`config.mk`:
```
export PLATFORM = sky130hd
export DESIGN_NAME = array_arbiter
export DESIGN_NICKNAME = d
export VERILOG_FILES = /design/src/rtl/array_arbiter_pkg.sv /design/src/rtl/array_arbiter.sv
export SDC_FILE = /design/constraint.sdc
export NUM_CORES = 1
export LEC_CHECK = 0
export ABC_AREA = 1
export CORE_ASPECT_RATIO = 1.2
export CORE_MARGIN = 1
export CORE_UTILIZATION = 30
export DETAILED_ROUTE_END_ITERATION = 8
export PLACE_DENSITY = 0.76
export SYNTH_ARGS = -nofsm -noshare
export SYNTH_HDL_FRONTEND = slang
export SYNTH_SLANG_ARGS = --single-unit
```
`constraint.sdc`:
```
create_clock -name clk -period 1.56 [get_ports clk]
set_clock_uncertainty 0.05 [all_clocks]
set_input_delay 0.312 -clock clk [delete_from_list [all_inputs] [get_ports clk]]
set_output_delay 0.312 -clock clk [all_outputs]
set_load 0.05 [all_outputs]
```
`src/rtl/array_arbiter_pkg.sv`:
```
// Shared types for the two-requester array arbiter: FSM state and grant encoding.
package array_arbiter_pkg;

   typedef enum logic [1:0] {
      IDLE  = 2'd0,
      OWN_A = 2'd1,
      OWN_B = 2'd2
   } arb_state_t;

   typedef enum logic [1:0] {
      GNT_NONE = 2'd0,
      GNT_A    = 2'd1,
      GNT_B    = 2'd2
   } grant_t;

endpackage

```
`src/rtl/array_arbiter.sv`:
```
// Two-requester round-robin arbiter in front of a single-port array memory.
// Handshake: a command moves when m_valid & m_ready; the requester's ready mirrors m_ready only while it holds the grant.
`ifndef addrN
`define addrN 8
`endif
`ifndef intN
`define intN 8
`endif

module array_arbiter
   import array_arbiter_pkg::*;
#(
   parameter int AN = `addrN,
   parameter int DN = `intN
) (
   input  logic          clk,
   input  logic          rst,
   input  logic [AN-1:0] a_addr,
   input  logic          a_we,
   input  logic [DN-1:0] a_di,
   input  logic          a_valid,
   output logic          a_ready,
   output logic [DN-1:0] a_do,
   input  logic [AN-1:0] b_addr,
   input  logic          b_we,
   input  logic [DN-1:0] b_di,
   input  logic          b_valid,
   output logic          b_ready,
   output logic [DN-1:0] b_do,
   output logic [AN-1:0] m_addr,
   output logic          m_we,
   output logic [DN-1:0] m_di,
   output logic          m_valid,
   input  logic          m_ready,
   input  logic [DN-1:0] m_do,
   output logic [1:0]    state_dbg
);

   arb_state_t state, state_nx;
   grant_t     grant;
   logic       last_grant;
   logic       xfer_done;

   // Grant decision: an owner keeps the grant while it stays valid; IDLE picks
   // the single valid requester, or the one not served last when both are valid.
   always_comb begin
      grant = GNT_NONE;
      if (!rst) begin
         unique case (state)
            IDLE: begin
               if (a_valid && b_valid) grant = last_grant ? GNT_A : GNT_B;
               else if (a_valid)       grant = GNT_A;
               else if (b_valid)       grant = GNT_B;
            end
            OWN_A:   if (a_valid) grant = GNT_A;
            OWN_B:   if (b_valid) grant = GNT_B;
            default: grant = GNT_NONE;
         endcase
      end
   end

   always_comb begin
      m_valid = 1'b0;
      m_we    = 1'b0;
      m_addr  = '0;
      m_di    = '0;
      a_ready = 1'b0;
      b_ready = 1'b0;
      unique case (grant)
         GNT_A: begin
            m_valid = 1'b1;
            m_we    = a_we;
            m_addr  = a_addr;
            m_di    = a_di;
            a_ready = m_ready;
         end
         GNT_B: begin
            m_valid = 1'b1;
            m_we    = b_we;
            m_addr  = b_addr;
            m_di    = b_di;
            b_ready = m_ready;
         end
         default: ;
      endcase
   end

   assign xfer_done = m_valid & m_ready;

   // A stalled grant is held in OWN_x; completion or a dropped valid returns to IDLE.
   always_comb begin
      state_nx = IDLE;
      if (grant == GNT_A && !xfer_done) state_nx = OWN_A;
      else if (grant == GNT_B && !xfer_done) state_nx = OWN_B;
   end

   always_ff @(posedge clk) begin
      if (rst) begin
         state      <= IDLE;
         last_grant <= 1'b1;
         a_do       <= '0;
         b_do       <= '0;
      end else begin
         state <= state_nx;
         if (xfer_done) begin
            last_grant <= (grant == GNT_B);
            if (grant == GNT_A) a_do <= m_do;
            else                b_do <= m_do;
         end
      end
   end

   assign state_dbg = state;

endmodule

```
==> Flow_metrics.wiki <==
{| class="wikitable"
! Metric !! Value
|-
| Setup violation total in the final timing report || 39
|-
| Antenna violations before repair || 0
|-
| Number of nets in the finished design || 348
|-
| CTS H-tree depth || 1
|-
| Clock Latency Late Sink || 0.26 ns
|-
| Die Footprint || 4040 um^2
|-
| CTS tree || yes
|-
| Bufs on Longest Clock Path || 2
|-
| Period utilization || 135%
|-
| Utilization after layout || 85.8%
|-
| Worst setup path category || reg2out
|-
| ANT nets after route || 0
|-
| Failing checks || negative setup slack
|-
| Sequential element share of the synthesized area || 33.4%
|-
| Critical Path Most Common Cell || sky130_fd_sc_hd__buf_12
|-
| Global-route congestion overflow total || 0
|-
| Clock root buffer master || sky130_fd_sc_hd__clkbuf_8
|-
| Count of vias placed by the detailed router || 1653
|-
| Floorplan die height || 69.5 um
|-
| Cell area after placement || 2730 um^2
|-
| Routed length per placed instance || 15.2 um
|-
| Routability-driven placement congestion ratio || 0.778
|-
| Sum of negative setup slack || -15.33 ns
|-
| Starting density of the core || 31.3%
|-
| DRT Wirelength || 5300 um
|-
| DRT Pass-1 Iters || 4
|-
| Drt via density || 4.74
|-
| Synthesized flop and latch total || 19
|-
| Yosys warning total || 0
|-
| Slowest CP cell || sky130_fd_sc_hd__dfxtp_2
|-
| Horizontal die dimension || 58.2 um
|-
| Number of hold-slack violations in the final timing report || 0
|-
| DRC violation total after the first TritonRoute iteration || 70
|-
| Number of different library cells in the post-synthesis netlist || 15
|-
| Cell count after synthesis || 189
|-
| Mapped Area || 1140 um^2
|-
| Power consumption || 1.84 mW
|-
| CTS buffer count || 3
|-
| Number of non-filler instances in the completed layout || 349
|-
| Time the worst path needs with I/O delays and setup || 2.11 ns
|-
| N_diodes || 0
|-
| Clock sink count || 19
|-
| Maxcap violations || 0
|-
| Placement row count || 24
|-
| Nature of the critical path endpoint || output pin
|-
| Wire length of the first global-routing pass || 7870 um
|-
| Clock slew at reported path FFs || 0.07 ns
|-
| Largest driver fanout on the critical path || 8
|-
| Status || finished with violations
|-
| Headroom to the max-slew limit || 85.6%
|-
| Detail Placement HPWL || 3120 um
|-
| Series of cell instances along the critical path || nand3b_1 > nand3_4 > buf_12 > ha_4 > clkbuf_16 > nand2_1 > a21oi_4 > buf_12
|-
| Leakage || 1.25 nW
|-
| I/O pin count || 85
|-
| Syn_nets || 239
|-
| Category of cells accounting for the largest share of critical-path delay || buffers and inverters
|-
| CP startpoint kind || flop
|-
| Core Area || 3630 um^2
|-
| Power density over the cells || 589 nW/um^2
|-
| DRC viols || 0
|-
| Final Worst Setup Slack || -0.551 ns
|-
| Buffers added on ports || 84
|-
| Maximum number of pins on one net before global-route repair || 18
|-
| Slew @ Worst Pin || 0.217 ns
|-
| Arrival time reported for the critical path endpoint || 1.75 ns
|-
| Final Slew Violations || 0
|-
| Fraction of layout cells with a size suffix above 1 || 45.8%
|-
| Fmax || 474 MHz
|-
| Global-route usage over all layers || 25.7%
|-
| Synth-to-Final Area Change || 174%
|-
| Via count of the first global-routing pass || 1712
|-
| Maximum resistive drop on vdd || 704 uV
|-
| Number of placed cells counting well taps || 331
|-
| Average instance area after synthesis || 6.02 um^2
|-
| Setup repair after global routing missed its margin || yes
|-
| Filler cell count || 177
|-
| CP required || 1.20 ns
|-
| Buffers & Inverters on Critical Path || 3
|-
| Slowest cell delay on critical path || 0.33 ns
|-
| Path class of the lowest-slack min-delay path || reg2reg
|-
| Post-route cell area || 3120 um^2
|}
## synth_stat cells, drive strengths merged
library cell  count  area (um^2)
inv              24         92.6
a21oi            17         85.1
ha                3         37.5
dfxtp            19          380
clkinv            1         3.75
nand2            72          270
buf               7         47.5
nand3             7         60.1
nand3b            1         7.51
clkbuf            2         17.5
nor2             36          135
## worst min-delay path, delay by kind of cell (launching register included)
family | cells | cell delay, ns
flops | 1 | 0.34
simple gates | 2 | 0.12
## metal layers
metal / wire length [um] / GRT usage, % / vias to the layer above
met5: 0 / 0 / -
li1: - / - / 789
met4: 236 / 14.3 / 0
met1: 1820 / 25.9 / 769
met2: 2900 / 47.3 / 76
met3: 334 / 5.41 / 19
## where the power goes
group	switching [mW]	internal [mW]
Sequential	0.0298	0.511
Combinational	0.473	0.474
Clock	0.171	0.178
Total	0.674	1.16
## metrics by stage
step / hold slack, ns / worst slack (ns)
2_1_floorplan: 0.393 / -0.367
3_3_place_gp: 0.433 / -0.654
3_5_place_dp: 0.444 / -0.714
4_1_cts: 0.445 / -0.510
5_1_grt: 0.464 / -0.609
6_report: 0.444 / -0.551
## cell type report
| type | count | area [um^2] | area share, % |
|---|---|---|---|
| multi-input combinational | 138 | 960 | 30.8 |
| sequential | 19 | 389 | 12.5 |
| clock inverter | 1 | 5.00 | 0.161 |
| inverter | 25 | 113 | 3.61 |
| clock buffer | 3 | 41.3 | 1.32 |
| timing repair buffer | 111 | 1550 | 49.6 |
| tap | 52 | 65.1 | 2.09 |
## sequential cells by signal, summed over array words and instances (netlist names)
| name | cells |
|---|---|
| last_grant | 1 |
| a_do | 8 |
| state_dbg | 2 |
| b_do | 8 |
## path summary, 6_finish.rpt
path / from / endpoint / slack (ns) / cells past startpoint
worst max-delay path: last_grant / m_addr[0] / -0.55 / 8
worst min register to register: last_grant / last_grant / 0.44 / 2
worst min-delay path: last_grant / last_grant / 0.44 / 2
worst max register to register: last_grant / b_do[7] / -0.37 / 12
## layout by cell type, fill, tap and decap left out
master and n:
sky130_fd_sc_hd__a21oi_2 1, sky130_fd_sc_hd__a21oi_4 16, sky130_fd_sc_hd__buf_12 42, sky130_fd_sc_hd__buf_16 1, sky130_fd_sc_hd__buf_4 13, sky130_fd_sc_hd__buf_6 6, sky130_fd_sc_hd__buf_8 2, sky130_fd_sc_hd__clkbuf_16 1
sky130_fd_sc_hd__clkbuf_8 3, sky130_fd_sc_hd__clkdlybuf4s50_1 43, sky130_fd_sc_hd__clkinv_1 1, sky130_fd_sc_hd__clkinv_2 1, sky130_fd_sc_hd__clkinvlp_4 3, sky130_fd_sc_hd__dfxtp_1 16, sky130_fd_sc_hd__dfxtp_2 1, sky130_fd_sc_hd__dfxtp_4 2
sky130_fd_sc_hd__dlygate4sd2_1 3, sky130_fd_sc_hd__ha_4 3, sky130_fd_sc_hd__inv_1 16, sky130_fd_sc_hd__inv_2 4, sky130_fd_sc_hd__inv_8 1, sky130_fd_sc_hd__nand2_1 46, sky130_fd_sc_hd__nand2_2 23, sky130_fd_sc_hd__nand2_4 3
sky130_fd_sc_hd__nand3_1 3, sky130_fd_sc_hd__nand3_2 1, sky130_fd_sc_hd__nand3_4 5, sky130_fd_sc_hd__nand3b_1 1, sky130_fd_sc_hd__nor2_1 32, sky130_fd_sc_hd__nor2_2 4
## logic make-up after synthesis
logic type | count (synthesis) | synth area share (%)
buf+inv | 34 | 14.2
compound gates | 17 | 7.48
flops | 19 | 33.4
fa+ha+maj | 3 | 3.30
simple gates | 116 | 41.6
## timing repair
action                                  CTS  global route
setup buffers                             8             1
gates resized for setup                  41            14
cloned                                    4             1
hold buffers                              0             0
endpoints found under the setup margin   39            39
pin swaps                                26            14
Note: power is estimated with default switching activity, not from simulation.
